<file path="src/rtl/wb_port_if.sv">
// Writeback bundle between the exec/dmem stages and the write-port scheduler.
// The master side produces results; the slave side (the scheduler) drives the write port.
interface wb_port_if #(
    parameter int XLEN = 32,
    parameter int RA_W = 5
);
    logic            load_valid;
    logic [RA_W-1:0] load_rd;
    logic [XLEN-1:0] load_value;
    logic            exec_valid;
    logic [RA_W-1:0] exec_rd;
    logic [XLEN-1:0] exec_value;
    logic            stall_o;
    logic            rf_we;
    logic [RA_W-1:0] rf_waddr;
    logic [XLEN-1:0] rf_wdata;

    modport master (
        output load_valid, load_rd, load_value, exec_valid, exec_rd, exec_value,
        input  stall_o, rf_we, rf_waddr, rf_wdata
    );

    modport slave (
        input  load_valid, load_rd, load_value, exec_valid, exec_rd, exec_value,
        output stall_o, rf_we, rf_waddr, rf_wdata
    );
endinterface

</file>
<file path="src/rtl/wb_port_scheduler.sv">
// Arbitrates the single register-file write port between load and exec results, retiring them
// in program order through a small FIFO. Optional buffer forwarding is enabled by WB_BUF_FWD_EN.
module wb_port_scheduler #(
    parameter int XLEN  = 32,
    parameter int RA_W  = 5,
    parameter int DEPTH = 4
) (
    input  logic                         clk,
    input  logic                         rst,
    wb_port_if.slave                     wb,
    output logic [$clog2(DEPTH+1)-1:0]   occupancy
`ifdef WB_BUF_FWD_EN
    ,
    input  logic [RA_W-1:0]              fwd_rs,
    output logic                         fwd_hit,
    output logic [XLEN-1:0]              fwd_value
`endif
);
    localparam int PTR_W = $clog2(DEPTH);
    localparam int OCC_W = $clog2(DEPTH+1);

    typedef struct packed {
        logic [RA_W-1:0] rd;
        logic [XLEN-1:0] val;
    } entry_t;

    entry_t           buf_q [DEPTH];
    entry_t           buf_d [DEPTH];
    logic [PTR_W-1:0] rd_ptr_q, rd_ptr_d;
    logic [PTR_W-1:0] wr_ptr_q, wr_ptr_d;
    logic [OCC_W-1:0] occ_q, occ_d;
    logic             rf_we_q, rf_we_d;
    logic [RA_W-1:0]  rf_waddr_q, rf_waddr_d;
    logic [XLEN-1:0]  rf_wdata_q, rf_wdata_d;

    logic   stall;
    logic   load_acc, exec_acc;
    entry_t load_e, exec_e, cand, push0, push1;
    logic   cand_vld, push0_vld, push1_vld, pop;

    function automatic logic [PTR_W-1:0] ptr_inc(input logic [PTR_W-1:0] p);
        return (p == PTR_W'(DEPTH-1)) ? '0 : p + PTR_W'(1);
    endfunction

    // Stalling one entry early leaves room for a full pair even when the head cannot pop.
    assign stall    = (occ_q >= OCC_W'(DEPTH-1));
    assign load_acc = wb.load_valid & ~stall & (wb.load_rd != '0);
    assign exec_acc = wb.exec_valid & ~stall & (wb.exec_rd != '0);
    assign load_e   = '{rd: wb.load_rd, val: wb.load_value};
    assign exec_e   = '{rd: wb.exec_rd, val: wb.exec_value};

    always_comb begin
        cand      = '0;
        cand_vld  = 1'b0;
        push0     = '0;
        push0_vld = 1'b0;
        push1     = '0;
        push1_vld = 1'b0;
        pop       = 1'b0;
        if (occ_q != '0) begin
            cand     = buf_q[rd_ptr_q];
            cand_vld = 1'b1;
            pop      = 1'b1;
            if (load_acc) begin
                push0     = load_e;
                push0_vld = 1'b1;
                push1     = exec_e;
                push1_vld = exec_acc;
            end else begin
                push0     = exec_e;
                push0_vld = exec_acc;
            end
        end else if (load_acc) begin
            cand      = load_e;
            cand_vld  = 1'b1;
            push0     = exec_e;
            push0_vld = exec_acc;
        end else if (exec_acc) begin
            cand     = exec_e;
            cand_vld = 1'b1;
        end
    end

    always_comb begin
        buf_d = buf_q;
        if (push0_vld) buf_d[wr_ptr_q] = push0;
        if (push1_vld) buf_d[ptr_inc(wr_ptr_q)] = push1;
        wr_ptr_d   = push1_vld ? ptr_inc(ptr_inc(wr_ptr_q)) :
                     push0_vld ? ptr_inc(wr_ptr_q) : wr_ptr_q;
        rd_ptr_d   = pop ? ptr_inc(rd_ptr_q) : rd_ptr_q;
        occ_d      = occ_q + OCC_W'(push0_vld) + OCC_W'(push1_vld) - OCC_W'(pop);
        rf_we_d    = cand_vld;
        rf_waddr_d = cand_vld ? cand.rd  : rf_waddr_q;
        rf_wdata_d = cand_vld ? cand.val : rf_wdata_q;
    end

    always_ff @(posedge clk) begin
        if (rst) begin
            rd_ptr_q   <= '0;
            wr_ptr_q   <= '0;
            occ_q      <= '0;
            rf_we_q    <= 1'b0;
            rf_waddr_q <= '0;
            rf_wdata_q <= '0;
        end else begin
            rd_ptr_q   <= rd_ptr_d;
            wr_ptr_q   <= wr_ptr_d;
            occ_q      <= occ_d;
            rf_we_q    <= rf_we_d;
            rf_waddr_q <= rf_waddr_d;
            rf_wdata_q <= rf_wdata_d;
        end
    end

    always_ff @(posedge clk) begin
        buf_q <= buf_d;
    end

    assign wb.stall_o  = stall;
    assign wb.rf_we    = rf_we_q;
    assign wb.rf_waddr = rf_waddr_q;
    assign wb.rf_wdata = rf_wdata_q;
    assign occupancy   = occ_q;

`ifdef WB_BUF_FWD_EN
    // Scan oldest to youngest so the last match wins; the write-port register is the oldest.
    always_comb begin
        int idx;
        idx       = 0;
        fwd_hit   = 1'b0;
        fwd_value = '0;
        if (rf_we_q && rf_waddr_q == fwd_rs) begin
            fwd_hit   = 1'b1;
            fwd_value = rf_wdata_q;
        end
        for (int i = 0; i < DEPTH; i++) begin
            idx = int'(rd_ptr_q) + i;
            if (idx >= DEPTH) idx = idx - DEPTH;
            if (i < int'(occ_q) && buf_q[idx[PTR_W-1:0]].rd == fwd_rs) begin
                fwd_hit   = 1'b1;
                fwd_value = buf_q[idx[PTR_W-1:0]].val;
            end
        end
        if (fwd_rs == '0) begin
            fwd_hit   = 1'b0;
            fwd_value = '0;
        end
    end
`endif
endmodule

</file>
<file path="src/flat_wrapper.sv">
// flat-port wrapper written by rule: the top's interface ports become plain ports
module wb_port_scheduler_flat 
#(
    parameter int XLEN  = 32,
    parameter int RA_W  = 5,
    parameter int DEPTH = 4
)
  (clk, rst, occupancy, wb_load_valid, wb_load_rd, wb_load_value, wb_exec_valid, wb_exec_rd, wb_exec_value, wb_stall_o, wb_rf_we, wb_rf_waddr, wb_rf_wdata);
  wb_port_if #(.XLEN(XLEN), .RA_W(RA_W)) wb_i ();
  input  logic clk;
  input  logic rst;
  output logic [$clog2(DEPTH+1)-1:0] occupancy;
  input wire logic [$bits(wb_i.load_valid)-1:0] wb_load_valid;
  input wire logic [$bits(wb_i.load_rd)-1:0] wb_load_rd;
  input wire logic [$bits(wb_i.load_value)-1:0] wb_load_value;
  input wire logic [$bits(wb_i.exec_valid)-1:0] wb_exec_valid;
  input wire logic [$bits(wb_i.exec_rd)-1:0] wb_exec_rd;
  input wire logic [$bits(wb_i.exec_value)-1:0] wb_exec_value;
  output wire logic [$bits(wb_i.stall_o)-1:0] wb_stall_o;
  output wire logic [$bits(wb_i.rf_we)-1:0] wb_rf_we;
  output wire logic [$bits(wb_i.rf_waddr)-1:0] wb_rf_waddr;
  output wire logic [$bits(wb_i.rf_wdata)-1:0] wb_rf_wdata;
  assign wb_i.load_valid = wb_load_valid;
  assign wb_i.load_rd = wb_load_rd;
  assign wb_i.load_value = wb_load_value;
  assign wb_i.exec_valid = wb_exec_valid;
  assign wb_i.exec_rd = wb_exec_rd;
  assign wb_i.exec_value = wb_exec_value;
  assign wb_stall_o = wb_i.stall_o;
  assign wb_rf_we = wb_i.rf_we;
  assign wb_rf_waddr = wb_i.rf_waddr;
  assign wb_rf_wdata = wb_i.rf_wdata;
  wb_port_scheduler #(.XLEN(XLEN), .RA_W(RA_W), .DEPTH(DEPTH)) u_core (.clk(clk), .rst(rst), .wb(wb_i), .occupancy(occupancy));
endmodule
</file>
<file path="config.mk">
export PLATFORM = sky130hd
export DESIGN_NAME = wb_port_scheduler_flat
export DESIGN_NICKNAME = d
export VERILOG_FILES = /design/src/rtl/wb_port_if.sv /design/src/rtl/wb_port_scheduler.sv /design/src/flat_wrapper.sv
export SDC_FILE = /design/constraint.sdc
export NUM_CORES = 1
export LEC_CHECK = 0
export ABC_AREA = 1
export CORE_MARGIN = 2
export CORE_UTILIZATION = 45
export DETAILED_ROUTE_END_ITERATION = 7
export PLACE_DENSITY = 0.68
export SLEW_MARGIN = 20
export SYNTH_ARGS = -nofsm -noshare
export SYNTH_HDL_FRONTEND = slang
export SYNTH_SLANG_ARGS = --single-unit
</file>
<file path="constraint.sdc">
create_clock -name clk -period 3.15 [get_ports clk]
set_input_delay 0.63 -clock clk [delete_from_list [all_inputs] [get_ports clk]]
set_output_delay 0.63 -clock clk [all_outputs]
set_load 0.05 [all_outputs]
</file>
Word-level counts from Yosys, hierarchy flattened
Index checks and enable logic that the tools add are counted.
{"block": "word_totals", "register_bits": 193, "input_bits": 78, "output_inout_bits": 42, "elab_cells": 74}
{"block": "classes", "addsub": 6, "magnitude_cmp": 6, "n_eq_ne": 3, "muxes": 31, "n_bitwise": 8, "n_reduce_logical": 6}
{"cell": "37-bit two-way mux", "n": 11}
{"cell": "148-bit bitwise mux", "n": 2}
{"cell": "148-bit two-way mux", "n": 2}
{"cell": "37-bit demux with 2-bit select", "n": 2}
{"cell": "37-bit binary-select mux with 2-bit select", "n": 1}
{"cell": "2-bit two-way mux", "n": 5}
{"cell": "5-bit nonzero test", "n": 2}
{"cell": "3-bit greater-or-equal comparator, second input constant", "n": 3}
{"cell": "2-bit inverter with 3-bit output", "n": 3}
{"cell": "1-bit two-way mux", "n": 8}
{"cell": "2-bit by 1-bit adder with 2-bit output, second input constant", "n": 3}
{"cell": "3-bit by 1-bit adder with 3-bit output", "n": 2}
{"cell": "2-bit == test, second input constant", "n": 3}
{"cell": "3-bit by 1-bit < comparator with 1-bit output, second input constant", "n": 2}
{"cell": "1-bit AND", "n": 4}
{"cell": "3-bit by 2-bit greater-or-equal comparator with 1-bit output, second input constant", "n": 1}
{"cell": "3-bit nonzero test", "n": 1}
{"cell": "3-bit by 1-bit subtractor with 3-bit output", "n": 1}
{"cell": "1-bit logical AND", "n": 2}
{"cell": "2-bit nonzero test", "n": 1}
{"cell": "1-bit inverter", "n": 1}

Depth between registers and ports, before layout
Gate-level depths: netlist of run 1.
{"block": "logic_depth", "word_depth": 10, "ltp_mapped": 16, "depth_no_buf": 14}

Least setup slack after synthesis of run 1
OpenSTA, ideal clock, no wires.
{"block": "synth_timing", "path_type": "register to register", "startpoint": "reg u_core.occ_q[2] (netlist: u_core.occupancy[2])", "endpoint": "reg u_core.occ_q[1] (netlist: u_core.occupancy[1])", "setup_time_ns": 0.122, "t_arrival_ns": 2.810, "required_time_ns": 3.028, "slack_ns": 0.218, "stages_incl_launch_ff": 14, "n_path_buf": 0, "synth_period_minus_slack_ns": 2.932, "path_cell_list": "dfxtp_1 -> inv_2 -> ha_1 -> nand2_1 -> nand3_2 -> nor2_2 -> nand2_2 -> nor2_2 -> nand2_2 -> fa_1 -> inv_1 -> fa_1 -> inv_1 -> nor2_1"}
{"block": "synth_between", "elab_chain_len": 9, "word_cells_on_any_way": 15, "cone_classes": "add/sub (3); order compare (1); mux (5); bitwise (5); reduce/logical (1)"}
{"element": "start: declaration", "line": "wb_port_scheduler.sv:31", "source": "logic [OCC_W-1:0] occ_q, occ_d;"}
{"element": "start signal: assignment", "line": "wb_port_scheduler.sv:101", "source": "occ_q <= '0;"}
{"element": "start signal: assignment", "line": "wb_port_scheduler.sv:108", "source": "occ_q <= occ_d;"}
{"element": "3-bit by 2-bit greater-or-equal comparator with 1-bit output (*)", "line": "wb_port_scheduler.sv:46", "source": "assign stall = (occ_q >= OCC_W'(DEPTH-1));"}
{"element": "net wb_stall_o", "line": "flat_wrapper.sv:19", "source": "output wire logic [$bits(wb_i.stall_o)-1:0] wb_stall_o;"}
{"element": "1-bit inverter (*)", "line": "wb_port_scheduler.sv:47, wb_port_scheduler.sv:48"}
{"element": "1-bit AND (on tied branches) (2 in series)", "line": "wb_port_scheduler.sv:48, wb_port_scheduler.sv:47"}
{"element": "1-bit two-way mux (on tied branches)", "line": "wb_port_scheduler.sv:64, wb_port_scheduler.sv:73"}
{"element": "1-bit two-way mux", "line": "wb_port_scheduler.sv:60", "source": "if (occ_q != '0) begin"}
{"element": "3-bit by 1-bit adder with 3-bit output", "line": "wb_port_scheduler.sv:91", "source": "occ_d = occ_q + OCC_W'(push0_vld) + OCC_W'(push1_vld) - OCC_W'(pop);"}
{"element": "3-bit by 1-bit adder with 3-bit output (*)", "line": "wb_port_scheduler.sv:91"}
{"element": "3-bit by 1-bit subtractor with 3-bit output (*)", "line": "wb_port_scheduler.sv:91"}
{"element": "net u_core.occ_d[1]", "line": "wb_port_scheduler.sv:31"}
Mark *: on every way through the listed nets, which the timed path passes. The rest lies on a longest branch.
A chain may end at the register's enable or synchronous reset.

Worst setup path after layout of run 1
{"block": "layout_timing", "startpoint": "reg u_core.occ_q[1] (netlist: u_core.occupancy[1])", "endpoint": "out wb_stall_o"}
{"block": "layout_between", "elab_chain_len": 1}
{"element": "3-bit by 2-bit greater-or-equal comparator with 1-bit output", "line": "wb_port_scheduler.sv:46"}
{"element": "end: declaration", "line": "flat_wrapper.sv:19"}
Every way passes these cells.

==> results.toml, run 1 <==
[synth]
synthSimpleGateAreaFrac = 0.399
synth_area_leaders = "dfxtp_1 (33%), nand3_1 (19%), nand2_1 (19%)"
synth_cells = 1947
yosysUniqueCellTypes = 28
synth.largest_area_cell = "dfxtp_1"
seq_area_frac_synth = 0.328
synth_top_area_share = 0.328
syn_avg_cell_area_um2 = 6.04
muxShareOfSynthArea = 0
netlist_area_mm2 = 0.0118
synth-async-reset-ratio = 0
synthFlopType = "dfxtp_1"
synthXorXnorAreaFrac = 0.00149
synth_edf_count = 0
synth_seq_cells = 193
synth_common_cells = "nand2_1 (583), nand3_1 (441), inv_1 (228)"
synth_most_common_cell = "nand2_1"
synth_compound_area_frac = 0.124
synth_top_family_by_area = "simple AND/OR/NAND/NOR gates"
synthesis.nets = 2036
synth_adder_area_share = 0.0130
yosysWarnings = 0

[detailed_routing]
ant_nets = 0
via_per_inst = 5.57
first_pass_iters = 6
drc = 0
first_iter_violations = 1296
wire_per_inst_um = 17.7
via_count = 13100
wirelength_mm = 41.6

[sta]
max_freq_mhz = 368
drv_slew = 0
relSlewSlack = 0.404
setup_viol = 0
fin_crit_sh = 0.862
clock_skew_ps = 11.0
finalWorstSetupSlack_ps = 435
hold_violations = 0
period_needed_ps = 2710
rsz0062_at_grt = "no"
fin_tns_setup_ps = 0
worst_pin_slew_ps = 895

[placement]
hpwl_mm = 24.5
portBuffers = 119
gp_congestion = 0.849
post-place-ws_ps = 164

[global_route]
grt_pass1_wl_mm = 65.8
grt_use_total = 0.294
grt_overflow = 0
grt_max_degree = 77
antenna_found_initial = 0
grt_pass1_vias = 12300

[cells_and_area]
final_nets = 2089
drive_gt1_frac = 0.0552
area_delta_synth_final_pct = 17.6
diodes = 0

[cts]
cts.clk_slew.worst_paths_ps = 70
clkLatencyLatePin_ps = 440
cts_buffers = 17
cts_tree = "done"
htree_levels = 4
clock_sinks = 193
clockBufferDepth = 2
cts_hold_buf = 0
ctsResizeCount = 0
cts_post_setup_buffers_inserted = 0
cts_root_buffer = "clkbuf_16"

[worst_setup_path]
end_kind = "primary output"
worst-setup-path-type = "reg2out"
required_ps = 2520
r2r_end = "u_core.buf_q[35]"
worstSetupStartpointType = "flop"
cp.arrival_ps = 2080
r2r-start = "u_core.occupancy[2]"
r2r_cells = 12
reg2reg_slack_ps = 520
critPathMaxFanout = 5

[floorplanning]
ios = 120
start_util = 0.455
die_h_um = 166
fp.coreArea_mm2 = 0.0258
rows = 59
dieArea_mm2 = 0.0275
die_w_um = 166

[hold_path]
min_to = "u_core.buf_q[9]"
holdPathStages = 4
min-delay-start = "u_core.buf_q[9]"
hp-class = "reg2reg"

[flow_run]
max_cap_viol_count = 0

[pwr]
p_per_area_mw_per_mm2 = 1130
ir_worst_vdd_mv = 0.511
p_leak_nw = 7.07

[status]
status = "finished, final reports clean"
## final cells by class
type / instances / area, um^2
clock buffer: 23 / 488
clock inverter: 8 / 104
fill: 2644 / 12000
inverter: 237 / 890
multi-input combinational: 1373 / 6350
sequential: 193 / 3860
tap: 335 / 419
timing repair buffer: 178 / 1710
## how the worst max path moves through the flow
stage | slack [ps] | end | startpoint
after floorplan | 220 | u_core.occupancy[1] | u_core.occupancy[2]
after global placement | 210 | u_core.buf_q[146] | wb_load_rd[3]
after detailed placement | 160 | u_core.buf_q[35] | wb_load_rd[1]
after CTS | 420 | wb_stall_o | u_core.occupancy[1]
after global routing | 310 | u_core.buf_q[35] | u_core.occupancy[2]
final | 440 | wb_stall_o | u_core.occupancy[1]
## logic make-up after synthesis
| family | Yosys count |
|---|---|
| simple gates | 1087 |
| buf+inv | 381 |
| compound gates | 273 |
| flops | 193 |
| fa+ha+maj | 11 |
| xor+xnor | 2 |
## per-layer routing
layer	vias to the layer above	wire, um	GRT usage
li1	6334	-	-
met1	6004	17400	0.383
met2	631	19500	0.496
met3	110	3440	0.0411
met4	0	1300	0.113
met5	-	0	0
## power by group
group	internal (W)	switching, W	total [W]
clock network	0.00126	0.00103	0.00228
registers	0.00369	0.000466	0.00416
logic	0.00295	0.00631	0.00925
total	0.00789	0.00780	0.0157
## critical path, stage by stage (launching register included)
cell	delay, ps
dfxtp_1	450
ha_1	180
nand2_1	60
nand3_2	140
clkdlybuf4s50_1	820
## state kept, by name (all words and copies together), names as in the netlist
signal,flops
u_core.wb.rf_we,1
u_core.wr_ptr_q,2
u_core.buf_q,148
u_core.rd_ptr_q,2
u_core.occupancy,3
u_core.wb.rf_wdata,32
u_core.wb.rf_waddr,5
## cells in the final DEF (no fill, tap or decap)
master           count
a211oi_1             1
clkbuf_8             4
nand4_1              1
nor2_2               2
ha_1                 9
nand3_1            440
a21oi_1            104
clkinv_1             2
nand2_1            582
buf_4               53
inv_2                8
nand3b_1             1
buf_12               6
dfxtp_1            192
nor2_4               1
a21boi_0            10
xnor2_1              2
dfxtp_2              1
nand3_2              1
clkdlybuf4s50_1    119
clkbuf_16           17
fa_1                 2
clkinv_2             2
clkinv_4             3
nor3_4               1
nor2_1              49
a31oi_1              1
o21ai_0            132
inv_1              227
nand2_4              5
clkbuf_1             2
clkinvlp_4           1
nand2_2              3
bufinv_16            2
nand3_4              1
o21a_1              25
## stage by stage
| step | utilization | power (W) | cells | hold slack (ps) | area (um^2) |
|---|---|---|---|---|---|
| after detailed placement | 0.512 | 0.0133 | 2316 | 530 | 13200 |
| after global placement | 0.512 | 0.0131 | 2316 | 524 | 13200 |
| final | 0.535 | 0.0157 | 2347 | 543 | 13800 |
| after floorplan | - | 0.0107 | 1947 | 505 | 11800 |
| after CTS | 0.535 | 0.0156 | 2347 | 544 | 13800 |
| after global routing | 0.535 | 0.0169 | 2347 | 571 | 13800 |
(Power assumes the default switching activity.)
==> run 2, diff against run 1 <==
- CORE_UTILIZATION: 45 -> 50
- GPL_ROUTABILITY_DRIVEN: unset -> 0
- PLACE_DENSITY: 0.68 -> 0.74
==> run 2 against run 1 <==
Net effect:
- clock-buffer cell count shrank 3
- sequential power is essentially flat
- flip-flop and latch count did not move
- critical path depth is the same
- hold slack better by 1.2 ps
- die area fell by 9.8%
- design area grew 0.49%
- clock skew grew 1.3 ps
- via count increased by 0.57%
- combinational power is 0.8% higher
- register-to-register slack gained 90 ps
- largest cell class unchanged
==> results.toml, run 2 (synthesis results as in run 1) <==
[detailed_routing]
drc = 0
first_iter_violations = 1422
wirelength_mm = 41.4
via_count = 13200
wire_per_inst_um = 17.8
via_per_inst = 5.65
ant_nets = 0
first_pass_iters = 6

[cts]
clock_sinks = 193
cts_root_buffer = "clkbuf_16"
clkLatencyLatePin_ps = 440
htree_levels = 4
clockBufferDepth = 2
cts_hold_buf = 0
cts_post_setup_buffers_inserted = 0
cts_buffers = 17
cts.clk_slew.worst_paths_ps = 70
cts_tree = "done"
ctsResizeCount = 0

[sta]
worst_pin_slew_ps = 840
period_needed_ps = 2720
drv_slew = 0
setup_viol = 0
finalWorstSetupSlack_ps = 428
hold_violations = 0
clock_skew_ps = 12.3
rsz0062_at_grt = "no"
fin_crit_sh = 0.864
max_freq_mhz = 367
relSlewSlack = 0.440
fin_tns_setup_ps = 0

[pwr]
p_leak_nw = 7.10
ir_worst_vdd_mv = 0.522
p_per_area_mw_per_mm2 = 1140

[worst_setup_path]
reg2reg_slack_ps = 610
required_ps = 2520
cp.arrival_ps = 2090
r2r_end = "u_core.occupancy[1]"
critPathMaxFanout = 5
worstSetupStartpointType = "flop"
worst-setup-path-type = "reg2out"
crit_path_top_delay_cell = "clkdlybuf4s50_1"
crit_path_cell_trace = "ha_1 > nand2_1 > nand3_2 > clkdlybuf4s50_1"
end_kind = "primary output"
crit_start = "u_core.occupancy[1]"
cpPeakStageDelay_ps = 820
r2r_cells = 13
r2r-start = "u_core.occupancy[2]"

[cells_and_area]
area_delta_synth_final_pct = 18.1
drive_gt1_frac = 0.0543
largest_register = "u_core.buf_q"
largest_register_ffs = 148
layout_common_cells = "nand2_1 (582), nand3_1 (440), inv_1 (227)"
final_common_cell = "nand2_1"
fill_cells = 2295
diodes = 0
final_nets = 2085

[hold_path]
min-delay-start = "u_core.buf_q[127]"
min_to = "u_core.buf_q[127]"
hp-class = "reg2reg"
holdPathStages = 4

[placement]
post-place-ws_ps = 220
hpwl_mm = 24.7
portBuffers = 119

[floorplanning]
ios = 120
rows = 56
dieArea_mm2 = 0.0248
die_w_um = 157
fp.coreArea_mm2 = 0.0233
die_h_um = 157
start_util = 0.506

[global_route]
grt_use_total = 0.334
antenna_found_initial = 0
grt_pass1_vias = 12200
grt_max_degree = 77
grt_pass1_wl_mm = 64.3
grt_overflow = 0

[flow_run]
max_cap_viol_count = 0

[status]
status = "finished, final reports clean"
run 2: cell types whose count changed in the layout (fill, tap and decap cells not counted):
| cell | change |
|---|---|
| buf_12 | +6 |
| clkbuf_1 | -1 |
| bufinv_16 | +2 |
| buf_4 | -10 |
| clkinv_4 | -1 |
| inv_6 | +2 |
| clkinv_2 | +1 |
| clkbuf_8 | -2 |
run 2: final cells by class:
class,count,area (um^2),share of cell area
timing repair buffer,174,1750,0.126
tap,319,399,0.0287
sequential,193,3860,0.278
inverter,237,890,0.0640
multi-input combinational,1373,6350,0.457
clock inverter,12,178,0.0128
clock buffer,20,457,0.0329
run 2: worst max-delay path by stage:
stage	cells after the start	slack [ps]	to
after floorplan	13	220	u_core.occupancy[1]
after global placement	12	270	u_core.occupancy[1]
final	4	430	wb_stall_o
after detailed placement	11	220	u_core.wb.rf_wdata[12]
after global routing	4	350	wb_stall_o
after CTS	4	410	wb_stall_o
run 2: critical path, delay by kind of cell, from the launching register on:
family,cells,cell delay (ps)
flip-flops,1,440
buffers and inverters,1,820
adder cells (fa/ha/maj),1,180
AND/OR/NAND/NOR,2,200
run 2: report_power, final:
part           switching, W  internal, W  total [W]
combinational       0.00634      0.00298    0.00932
sequential         0.000487      0.00369    0.00418
clock               0.00102      0.00138    0.00240
total               0.00784      0.00805     0.0159
run 2: per-layer routing:
metal	share of wire	up-vias	track usage
li1	-	6320	-
met1	0.40	5912	0.433
met2	0.45	798	0.537
met3	0.10	124	0.0584
met4	0.043	0	0.165
met5	0	-	0
run 2: through the flow:
step / power [W] / util / instances / hold slack (ps) / instance area (um^2)
final: 0.0159 / 0.597 / 2328 / 545 / 13900
after detailed placement: 0.0133 / 0.570 / 2296 / 528 / 13300
after CTS: 0.0157 / 0.597 / 2328 / 544 / 13900
after global placement: 0.0131 / 0.570 / 2296 / 523 / 13300
after floorplan: 0.0107 / - / 1947 / 505 / 11800
after global routing: 0.0170 / 0.597 / 2328 / 567 / 13900
==> run 3, diff against run 2 <==
- GPL_ROUTABILITY_DRIVEN: 0 -> unset
==> results of run 3 <==
Final layout, timing and power as in run 2 (identical DEF).
